File: src/rtl/draw_scheduler.sv
// ---------------------------------------------------------------------------
// draw_scheduler
//
// Feeds rectangle draw requests to the rectangle rasterizer. Producers push
// requests into a DEPTH-entry FIFO; the scheduler pops one request at a time,
// latches it onto the rast_* data outputs, strobes the rasterizer's active-low
// load/clear input for one cycle, lets it settle for one cycle, then enables
// it until rast_done is seen.
//
// Sequence per request: IDLE (pop) -> LOAD -> SETTLE -> RUN -> IDLE.
//
// Optional build macro:
//   DRAW_SCHED_TIMEOUT_EN
//     Adds a 12-bit RUN watchdog. After 4095 RUN cycles without rast_done the
//     current rectangle is abandoned, the sticky err flag is set and the
//     scheduler continues with the next request.
//     When undefined, RUN waits indefinitely and err is tied to 0.
//
// Ports:
//   clk          circuit clock
//   reset        asynchronous active-low reset
//   req_valid    producer has a request
//   req_ready    FIFO can accept (transfer on req_valid && req_ready)
//   req_x/y/w/h/c  request rectangle fields
//   rast_x/y/w/h/c latched rectangle fields to the rasterizer
//   rast_reset   active-low load/clear strobe to the rasterizer
//   rast_enable  rasterizer enable
//   rast_done    rasterizer finished current rectangle (level)
//   busy         high unless IDLE with an empty FIFO
//   count        FIFO occupancy, 0..DEPTH
//   err          sticky watchdog timeout flag
// ---------------------------------------------------------------------------
module draw_scheduler #(
  parameter int DEPTH = 8,
  parameter int AW    = 3
) (
  input  logic        clk,
  input  logic        reset,
  input  logic        req_valid,
  output logic        req_ready,
  input  logic [7:0]  req_x,
  input  logic [6:0]  req_y,
  input  logic [4:0]  req_w,
  input  logic [4:0]  req_h,
  input  logic [2:0]  req_c,
  output logic [7:0]  rast_x,
  output logic [6:0]  rast_y,
  output logic [4:0]  rast_w,
  output logic [4:0]  rast_h,
  output logic [2:0]  rast_c,
  output logic        rast_reset,
  output logic        rast_enable,
  input  logic        rast_done,
  output logic        busy,
  output logic [AW:0] count,
  output logic        err
);

  // Entry layout: {x[7:0], y[6:0], w[4:0], h[4:0], c[2:0]}
  localparam int          EW      = 28;
  localparam logic [AW:0] DEPTH_C = (AW+1)'(DEPTH);

  typedef enum logic [1:0] {
    ST_IDLE   = 2'd0,
    ST_LOAD   = 2'd1,
    ST_SETTLE = 2'd2,
    ST_RUN    = 2'd3
  } state_t;

  // FIFO storage and bookkeeping
  logic [EW-1:0] r_mem [DEPTH];
  logic [AW-1:0] r_wr_ptr;
  logic [AW-1:0] r_rd_ptr;
  logic [AW:0]   r_count;

  // Scheduler state and registered rasterizer interface
  state_t        r_state;
  logic [7:0]    r_rast_x;
  logic [6:0]    r_rast_y;
  logic [4:0]    r_rast_w;
  logic [4:0]    r_rast_h;
  logic [2:0]    r_rast_c;
  logic          r_rast_reset;
  logic          r_rast_enable;

  logic          w_ready;
  logic          w_push;
  logic          w_pop;
  logic          w_timeout;
  logic [EW-1:0] w_wr_data;
  logic [EW-1:0] w_head;

  assign w_ready   = (r_count != DEPTH_C);
  assign w_push    = req_valid && w_ready;
  // The head is consumed only when the scheduler is idle and has work.
  assign w_pop     = (r_state == ST_IDLE) && (r_count != '0);
  assign w_wr_data = {req_x, req_y, req_w, req_h, req_c};
  assign w_head    = r_mem[r_rd_ptr];

`ifdef DRAW_SCHED_TIMEOUT_EN
  localparam logic [11:0] WDOG_LAST = 12'd4094;

  logic [11:0] r_wdog;
  logic        r_err;

  // Abort on the RUN cycle whose increment would bring the watchdog to 4095,
  // i.e. after 4095 RUN cycles with no rast_done.
  assign w_timeout = (r_state == ST_RUN) && !rast_done && (r_wdog == WDOG_LAST);

  // Watchdog counter: cleared on the way into RUN, counts RUN cycles.
  always_ff @(posedge clk or negedge reset) begin
    if (!reset) begin
      r_wdog <= 12'd0;
    end else if (r_state == ST_SETTLE) begin
      r_wdog <= 12'd0;
    end else if (r_state == ST_RUN) begin
      r_wdog <= r_wdog + 12'd1;
    end else begin
      r_wdog <= r_wdog;
    end
  end

  // Sticky timeout flag, cleared only by reset.
  always_ff @(posedge clk or negedge reset) begin
    if (!reset) begin
      r_err <= 1'b0;
    end else if (w_timeout) begin
      r_err <= 1'b1;
    end else begin
      r_err <= r_err;
    end
  end

  assign err = r_err;
`else
  assign w_timeout = 1'b0;
  assign err       = 1'b0;
`endif

  // FIFO storage write; contents need no reset since count gates every read.
  always_ff @(posedge clk) begin
    if (w_push) begin
      r_mem[r_wr_ptr] <= w_wr_data;
    end
  end

  // FIFO pointers and occupancy; AW-bit pointers wrap modulo DEPTH naturally.
  always_ff @(posedge clk or negedge reset) begin
    if (!reset) begin
      r_wr_ptr <= '0;
      r_rd_ptr <= '0;
      r_count  <= '0;
    end else begin
      if (w_push) begin
        r_wr_ptr <= r_wr_ptr + AW'(1);
      end
      if (w_pop) begin
        r_rd_ptr <= r_rd_ptr + AW'(1);
      end
      case ({w_push, w_pop})
        2'b10:   r_count <= r_count + (AW+1)'(1);
        2'b01:   r_count <= r_count - (AW+1)'(1);
        default: r_count <= r_count;
      endcase
    end
  end

  // Scheduler FSM. Outputs are registered on each transition so that the
  // rast_reset/rast_enable levels always match the state being entered.
  always_ff @(posedge clk or negedge reset) begin
    if (!reset) begin
      r_state       <= ST_IDLE;
      r_rast_x      <= 8'd0;
      r_rast_y      <= 7'd0;
      r_rast_w      <= 5'd0;
      r_rast_h      <= 5'd0;
      r_rast_c      <= 3'd0;
      r_rast_reset  <= 1'b0;
      r_rast_enable <= 1'b0;
    end else begin
      case (r_state)
        ST_IDLE: begin
          r_rast_enable <= 1'b0;
          if (w_pop) begin
            // Data stays latched here until the next pop.
            r_rast_x     <= w_head[27:20];
            r_rast_y     <= w_head[19:13];
            r_rast_w     <= w_head[12:8];
            r_rast_h     <= w_head[7:3];
            r_rast_c     <= w_head[2:0];
            r_rast_reset <= 1'b0;
            r_state      <= ST_LOAD;
          end else begin
            r_rast_reset <= 1'b1;
            r_state      <= ST_IDLE;
          end
        end
        ST_LOAD: begin
          r_rast_reset  <= 1'b1;
          r_rast_enable <= 1'b0;
          r_state       <= ST_SETTLE;
        end
        ST_SETTLE: begin
          // rast_done may still be stale from the previous rectangle; it is
          // deliberately not looked at until RUN.
          r_rast_reset  <= 1'b1;
          r_rast_enable <= 1'b1;
          r_state       <= ST_RUN;
        end
        ST_RUN: begin
          r_rast_reset <= 1'b1;
          if (rast_done || w_timeout) begin
            r_rast_enable <= 1'b0;
            r_state       <= ST_IDLE;
          end else begin
            r_rast_enable <= 1'b1;
            r_state       <= ST_RUN;
          end
        end
        default: begin
          r_rast_reset  <= 1'b1;
          r_rast_enable <= 1'b0;
          r_state       <= ST_IDLE;
        end
      endcase
    end
  end

  assign req_ready   = w_ready;
  assign rast_x      = r_rast_x;
  assign rast_y      = r_rast_y;
  assign rast_w      = r_rast_w;
  assign rast_h      = r_rast_h;
  assign rast_c      = r_rast_c;
  assign rast_reset  = r_rast_reset;
  assign rast_enable = r_rast_enable;
  assign busy        = (r_state != ST_IDLE) || (r_count != '0);
  assign count       = r_count;

endmodule

File: config.mk
export PLATFORM = sky130hd
export DESIGN_NAME = draw_scheduler
export DESIGN_NICKNAME = d
export VERILOG_FILES = /design/src/rtl/draw_scheduler.sv
export SDC_FILE = /design/constraint.sdc
export NUM_CORES = 1
export LEC_CHECK = 0
export ABC_AREA = 1
export CAP_MARGIN = 10
export CORE_ASPECT_RATIO = 1.25
export CORE_MARGIN = 2
export CORE_UTILIZATION = 37
export CTS_BUF_LIST = sky130_fd_sc_hd__clkbuf_8
export CTS_CLUSTER_SIZE = 30
export DETAILED_ROUTE_END_ITERATION = 16
export GPL_ROUTABILITY_DRIVEN = 0
export PLACE_DENSITY = 0.62
export SLEW_MARGIN = 20
export SYNTH_ARGS = -nofsm -noshare
export SYNTH_HDL_FRONTEND = slang
export SYNTH_SLANG_ARGS = --single-unit
File: constraint.sdc
create_clock -name clk -period 2.85 [get_ports clk]
set_input_delay 0.57 -clock clk [delete_from_list [all_inputs] [get_ports clk]]
set_output_delay 0.57 -clock clk [all_outputs]
set_load 0.05 [all_outputs]
; ---- After elaboration in Yosys (flattened, before gate mapping)
; Memories as Yosys holds them, arrays and structs flattened. A register that Yosys moved wholly into a read port is not among the register bits.
; Cells that the tools add are included.
[word_totals]
out_inout_bits = 37
ramBits = 224
mem_count = 1
elab_cells = 38
reg_bits = 14
in_bits = 32
[memory_table]
columns = memory, depth, word_bits, read_ports, rd_ports_with_merged_regs, write_ports, line_no
row1 = r_mem, 8, 28, 1, 1, 1, 71  ; logic [EW-1:0] r_mem [DEPTH];
[classes]
reduce_logical = 11
eq_ne = 6
addsub = 4
n_mux = 10
[ops]
columns = operator, count
row1 = $pmux W2 S4, 1
row2 = $pmux W4 S2, 1
row3 = $add A3 B1 Y3 const B, 2
row4 = $eq A2 B2 Y1 const B, 3
row5 = $mux W1, 5
row6 = $add A4 B1 Y4 const B, 1
row7 = $eq A2 B1 Y1 const B, 2
row8 = $ne A4 B4 Y1 const B, 1
row9 = $reduce_bool A2 Y1, 2
row10 = $reduce_bool A4 Y1, 1
row11 = $sub A4 B1 Y4 const B, 1
row12 = $pmux W1 S3, 1
row13 = $reduce_or A3 Y1, 1
row14 = $logic_and A1 B1 Y1, 2
row15 = $logic_not A2 Y1, 1
row16 = $mux W2, 1
row17 = $pmux W1 S2, 1
row18 = $reduce_and A2 Y1, 1
row19 = $reduce_or A2 Y1, 1
row20 = $logic_not A1 Y1, 1
row21 = $logic_or A1 B1 Y1, 1

; ---- Depth between registers and ports, before layout
; Gate-level depths: netlist (run 1).
[depth]
ltp_word = 4
ltp_mapped = 14
depth_no_buf = 13

; ---- Least setup slack after synthesis (run 1)
; No wires, ideal clock.
[synth_timing]
path_kind = register to register
start = register r_count[0], in the netlist count[0]
end = memory r_mem[0][0], enable pin
period_less_slack_ps = 3477
slack_ps = -627
path_buffers = 0
arrival_time_ps = 3065
setup_time_ps = 413
t_required_ps = 2437
path_stages_with_launch = 6
cell_sequence = dfrtp_1 -> nor2_1 -> nand3_1 -> nand2_1 -> or2_2 -> nor2_1
[synth_between]
elab_chain_cells = 4
[synth_lines]
columns = item, line_no
row1 = start: declaration, 74  ; logic [AW:0] r_count;
row2 = start signal: assignment, 161  ; 2'b10: r_count <= r_count + (AW+1)'(1);
row3 = start signal: assignment, 162  ; 2'b01: r_count <= r_count - (AW+1)'(1);
row4 = start signal: assignment, 163  ; default: r_count <= r_count;
row5 = $ne A4 B4 Y1, 93  ; assign w_ready = (r_count != DEPTH_C);
row6 = via req_ready, 40  ; output logic req_ready,
row7 = $logic_and A1 B1 Y1, 94  ; assign w_push = req_valid && w_ready;
row8 = $mux W1, 142  ; if (w_push) begin
row9 = $mux W1 (implied by the code), 143  ; r_mem[r_wr_ptr] <= w_wr_data;
row10 = end: declaration, 71
; The timed path passes the listed nets, and every way through them passes these cells.

; ---- Worst setup path after layout (run 1)
[layout_timing]
start = register r_count[1], in the netlist count[1]
end = output req_ready
[layout_between]
elab_chain_cells = 1
[layout_lines]
columns = item, line_no
row1 = $ne A4 B4 Y1, 93
row2 = end: declaration, 40
; No other way between the ends.

==> results.py, run 1 <==
metrics = {
    "status": {
        "status": "finished, final reports clean",
    },
    "min_path": {
        "hold_path.class": "input port to asynchronous set/reset pin",
    },
    "final_layout": {
        "layout.cells.non_filler": 1341,
        "diodes": 0,
        "drive_above_1_share_pct": 9.03,
        "fillers": 2553,
        "nets": 993,
        "syn_to_final_growth_pct": 18.4,
        "final_area_um2": 12500,
    },
    "timing": {
        "fin_crit_sh_pct": 92.9,
        "worstMarginPinSlew_ps": 856,
        "setup_viol": 0,
        "min_period_ps": 2650,
        "finClkSkew_ps": 12.8,
        "max-slew-margin-rel_pct": 42.9,
        "slew_viol_final": 0,
        "rsz0062_at_grt": "no",
        "hold_viol": 0,
        "timing.fmax_ghz": 0.378,
    },
    "global_routing": {
        "grt_overflow": 0,
        "grt_max_degree": 142,
        "grt_pass1_vias": 6529,
        "track_usage_pct": 15.3,
        "grt_pass1_wl_um": 35600,
        "antenna_found_initial": 0,
    },
    "clock_tree": {
        "cts_root_buf": "clkbuf_8",
        "cts_resized": 0,
        "cts_hold_buf": 0,
        "clkTransAtPathRegs_ps": 60,
        "insertion_delay_ps": 530,
        "cts_max_level": 2,
        "cts_setup_buffers": 0,
        "cts_buffers": 40,
        "cts_tree": "done",
        "cts.sinks": 266,
        "clockBufferDepth": 3,
    },
    "worst_setup_path": {
        "cp-end-kind": "output port",
        "crit_path_max_fanout": 5,
        "cp-start-kind": "register",
        "slowest_delay_ps": 750,
        "slowest_stage": "clkdlybuf4s50_1",
        "path_class": "register to output port",
        "cp.arrival_ps": 2080,
        "required_ps": 2280,
        "crit_chain": "nor2_1 -> nand3_1 -> clkdlybuf4s50_1",
    },
    "die": {
        "fp.coreArea_um2": 28200,
        "fp.dieH_um": 193,
        "die_width_um": 155,
        "dieArea_um2": 29900,
        "start_util_pct": 37.4,
        "rows": 69,
        "pin_count": 69,
    },
    "drt": {
        "drtIter0Drc": 596,
        "ant_nets": 0,
        "drc_errors": 0,
        "wl_per_cell_um": 16.6,
        "routed_wl_um": 22300,
        "via_count": 6490,
        "vias_per_cell": 4.84,
        "dr.pass1.iters": 5,
    },
    "flow_run": {
        "cap_violations": 0,
    },
    "pwr": {
        "power_density_nw_per_um2": 1080,
        "power.leakage_uw": 0.00463,
        "ir_worst_vdd_uv": 439,
    },
    "synth": {
        "synth_edf_count": 224,
        "yosys_warnings": 0,
        "synth_flop_cell": "edfxtp_1",
        "synth_seq_area_share_pct": 73.7,
        "synth-seq-cells": 266,
        "synth_top_cells_by_count": "224 x edfxtp_1, 181 x nor2_1, 108 x nand2_1",
        "synth_top_area_share_pct": 63.8,
        "avgSynthCellArea_um2": 12.1,
        "synthTopCellsByArea": "edfxtp_1 64%, dfrtp_1 10%, nor2_1 6.4%",
        "postSynth.asyncResetShare_pct": 15.8,
        "synth_top_cell_by_area": "edfxtp_1",
        "synth_most_common_cell": "edfxtp_1",
        "synth_area_um2": 10500,
        "ys_types": 22,
        "synthCells": 871,
        "syn_nets": 908,
    },
    "place": {
        "dp_cells": 1269,
        "placed_area_um2": 11700,
        "port_buffers": 67,
        "hpwl_um": 12800,
    },
}
## cells in the final DEF, fill, tap and decap left out
master / netlist / final
bufinv_16: 0 / 2
nand3_1: 91 / 91
nor2_4: 0 / 4
ha_1: 5 / 5
clkdlybuf4s50_1: 0 / 66
o21ai_1: 22 / 22
clkbuf_8: 0 / 47
a21oi_1: 3 / 3
or2_2: 1 / 1
nand4_1: 1 / 1
conb_1: 1 / 1
dfrtp_1: 42 / 41
inv_2: 1 / 2
nand2_1: 108 / 108
o211ai_1: 28 / 28
nor2_1: 181 / 173
clkinv_1: 0 / 6
buf_12: 0 / 6
inv_6: 0 / 1
buf_4: 9 / 19
inv_1: 42 / 56
dfrtp_4: 0 / 1
xnor2_1: 2 / 2
clkinv_2: 0 / 1
edfxtp_1: 224 / 224
nor2_2: 0 / 4
o21ai_0: 66 / 66
xor2_1: 4 / 4
buf_2: 18 / 1
## logic make-up after synthesis
group | count (synthesis) | synth area share, %
AND/OR/NAND/NOR | 382 | 14.7
XOR/XNOR | 6 | 0.498
flip-flops | 266 | 73.7
AO/OA/AOI/OAI | 119 | 6.31
adder cells (fa/ha/maj) | 5 | 0.593
buffers and inverters | 92 | 4.09
other | 1 | 0.0356
## worst max-delay path, delay by kind of cell (launching register included)
kind,cells,cell delay (ps)
buf+inv,1,750
flops,1,420
simple gates,2,380
## layer usage
layer  part of all wire (%)  up-vias  wire (um)  GRT usage [%]
met2                     50      131      11100           26.4
li1                       -     3198          -              -
met1                     44     3126       9800           19.6
met4                    1.8        0        397           4.88
met3                    4.4       35        974           2.60
met5                      0        -          0              0
## path summary, 6_finish.rpt
path / start / endpoint / slack, ps / cells past startpoint
max: count[1]$_DFFE_PN0P_ / req_ready / 200 / 3
min: reset / rast_w[4]$_DFFE_PN0P_ / 150 / 1
max reg2reg: count[1]$_DFFE_PN0P_ / count[2]$_DFFE_PN0P_ / 710 / 11
min reg2reg: rast_y[2]$_DFFE_PN0P_ / rast_y[2]$_DFFE_PN0P_ / 480 / 2
max in group asynchronous: reset / rast_x[0]$_DFFE_PN0P_ / 1970 / 2
min in group clk: rast_y[2]$_DFFE_PN0P_ / rast_y[2]$_DFFE_PN0P_ / 480 / 2
## layout make-up
cell class / count / area [um2] / area share (%)
flip-flops and latches: 266 / 7780 / 62.3
repair buffers: 92 / 928 / 7.43
clock buffers: 47 / 647 / 5.18
multi-input cells: 513 / 2380 / 19.0
clock inverters: 25 / 153 / 1.22
well taps: 355 / 444 / 3.56
inverters: 43 / 161 / 1.29
## power by group
group	total [uW]	internal [uW]	switching (uW)
clock	3070	1680	1390
sequential	5290	5020	268
combinational	5070	1590	3480
total	13400	8290	5140
## flip-flops by register name, summed over array words and instances (netlist names), 2 cells and up
name,count
count,4
r_mem,224
r_rd_ptr,3
r_state,2
r_wr_ptr,3
rast_c,3
rast_h,5
rast_w,5
rast_x,8
rast_y,7
## stage by stage
stage / setup TNS (ps) / utilization (%) / hold slack (ps) / setup slack [ps] / total power, uW
after detailed placement: 0 / 41.4 / 465 / 331 / 10500
after CTS: 0 / 44.2 / 176 / 164 / 13600
after global routing: 0 / 44.2 / 204 / 96.9 / 14300
final: 0 / 44.2 / 150 / 203 / 13400
after floorplan: -33910 / - / 274 / -303 / 8920
after global placement: 0 / 41.4 / 463 / 387 / 10400
(Power assumes the default switching activity.)
==> inputs of run 2 (changes only) <==
Settings changed: MAX_ROUTING_LAYER set to met4.
==> results.py, run 2 (same netlist as run 1, synthesis figures left out) <==
metrics = {
    "die": {
        "fp.coreArea_um2": 28200,
        "pin_count": 69,
        "start_util_pct": 37.4,
        "die_width_um": 155,
        "fp.dieH_um": 193,
        "rows": 69,
        "dieArea_um2": 29900,
    },
    "global_routing": {
        "grt_pass1_wl_um": 35600,
        "grt_pass1_vias": 6534,
        "antenna_found_initial": 0,
        "grt_overflow": 0,
        "grt_max_degree": 142,
        "track_usage_pct": 15.7,
    },
    "place": {
        "port_buffers": 67,
        "hpwl_um": 12800,
        "placed_area_um2": 11700,
    },
    "pwr": {
        "switching_share_pct": 38.3,
        "power_frac_clock_pct": 22.8,
        "power.leakage_uw": 0.00463,
        "comb_power_share_pct": 37.8,
        "ir_worst_vdd_uv": 440,
        "power_uw": 13400,
        "power_density_nw_per_um2": 1080,
        "pwr-share-seq_pct": 39.3,
        "p_switching_uw": 5150,
        "power.internal_uw": 8290,
    },
    "clock_tree": {
        "cts_resized": 0,
        "cts_max_level": 2,
        "cts_tree": "done",
        "clkTransAtPathRegs_ps": 60,
        "cts_root_buf": "clkbuf_8",
        "cts_setup_buffers": 0,
        "cts.sinks": 266,
        "cts_hold_buf": 0,
        "cts_buffers": 40,
        "clockBufferDepth": 3,
        "insertion_delay_ps": 530,
    },
    "worst_setup_path": {
        "crit_path_max_fanout": 5,
        "crit_chain": "nor2_1 -> nand3_1 -> clkdlybuf4s50_1",
        "regToRegSetupSlack_ps": 710,
        "cp_top_family": "buffers and inverters",
        "path_class": "register to output port",
        "cp_num_buf_inv": 1,
        "slowest_delay_ps": 750,
        "cp-start-kind": "register",
        "cp-end-kind": "output port",
        "r2r_end": "count[2]$_DFFE_PN0P_",
        "cp.arrival_ps": 2080,
        "slowest_stage": "clkdlybuf4s50_1",
        "reg2reg_depth": 11,
        "r2r-start": "count[0]$_DFFE_PN0P_",
        "required_ps": 2280,
    },
    "timing": {
        "hold_viol": 0,
        "max-slew-margin-rel_pct": 42.6,
        "rsz0062_at_grt": "no",
        "timing.fmax_ghz": 0.378,
        "min_period_ps": 2650,
        "fin_crit_sh_pct": 92.9,
        "slew_viol_final": 0,
        "setup_viol": 0,
        "worstMarginPinSlew_ps": 861,
        "tns_ps": 0,
        "finClkSkew_ps": 12.8,
    },
    "flow_run": {
        "cap_violations": 0,
    },
    "final_layout": {
        "diodes": 0,
        "largest_reg_flops": 224,
        "register_area_um2": 7780,
        "nets": 993,
        "fillers": 2553,
        "mostFrequentLayoutCells": "224 x edfxtp_1, 173 x nor2_1, 108 x nand2_1",
        "syn_to_final_growth_pct": 18.4,
        "largest-register": "r_mem",
        "drive_above_1_share_pct": 9.03,
        "final_area_um2": 12500,
        "multi_input_area_um2": 2380,
        "final_common_cell": "edfxtp_1",
    },
    "drt": {
        "drc_errors": 0,
        "drtIter0Drc": 579,
        "dr.pass1.iters": 4,
        "ant_nets": 0,
        "routed_wl_um": 22400,
        "vias_per_cell": 4.88,
        "via_count": 6541,
        "wl_per_cell_um": 16.7,
    },
    "status": {
        "status": "finished, final reports clean",
    },
    "min_path": {
        "hold_path.class": "input port to asynchronous set/reset pin",
    },
}
[run 2: cell counts in the layout (fill, tap and decap cells not counted)]
Identical to the previous run, type by type.
[run 2: worst max path at each step]
stage                    startpoint                     to  depth (start not counted)
3_3_place_gp              req_valid  r_mem[2][6]$_DFFE_PP_                          5
4_1_cts        count[0]$_DFFE_PN0P_              req_ready                          3
5_1_grt        count[0]$_DFFE_PN0P_              req_ready                          3
6_report       count[0]$_DFFE_PN0P_              req_ready                          3
2_1_floorplan  count[0]$_DFFE_PN0P_  r_mem[1][0]$_DFFE_PP_                          4
3_5_place_dp              req_valid  r_mem[2][6]$_DFFE_PP_                          5
[run 2: per-layer routing]
layer  track usage, %  up-vias  routed length, um
met2             26.4      141              11100
li1                 -     3200                  -
met1             19.7     3162              10000
met5                -        -                  0
met4             4.88        0                380
met3             2.36       38                809
[run 2: layout make-up]
cell class	count	area share (%)
multi-input combinational	513	19.0
sequential	266	62.3
timing repair buffer	92	7.43
clock buffer	47	5.18
inverter	43	1.29
clock inverter	25	1.22
tap	355	3.56
[run 2: power by group through the flow]
stage               logic [uW]  registers (uW)  clock network, uW
finish                    5080            5290               3070
detailed placement        5160            5360                  0
global route              5640            5360               3320
CTS                       5180            5290               3150
global placement          5080            5350                  0
floorplan                 2780            6140                  0
[run 2: stage by stage]
step,std cells,hold slack [ps],setup WS [ps],utilization (%)
floorplan,871,274,-303,-
global placement,1269,463,387,41.4
detailed placement,1269,465,331,41.4
CTS,1341,176,164,44.2
global route,1341,204,96.9,44.2
finish,1341,155,204,44.2
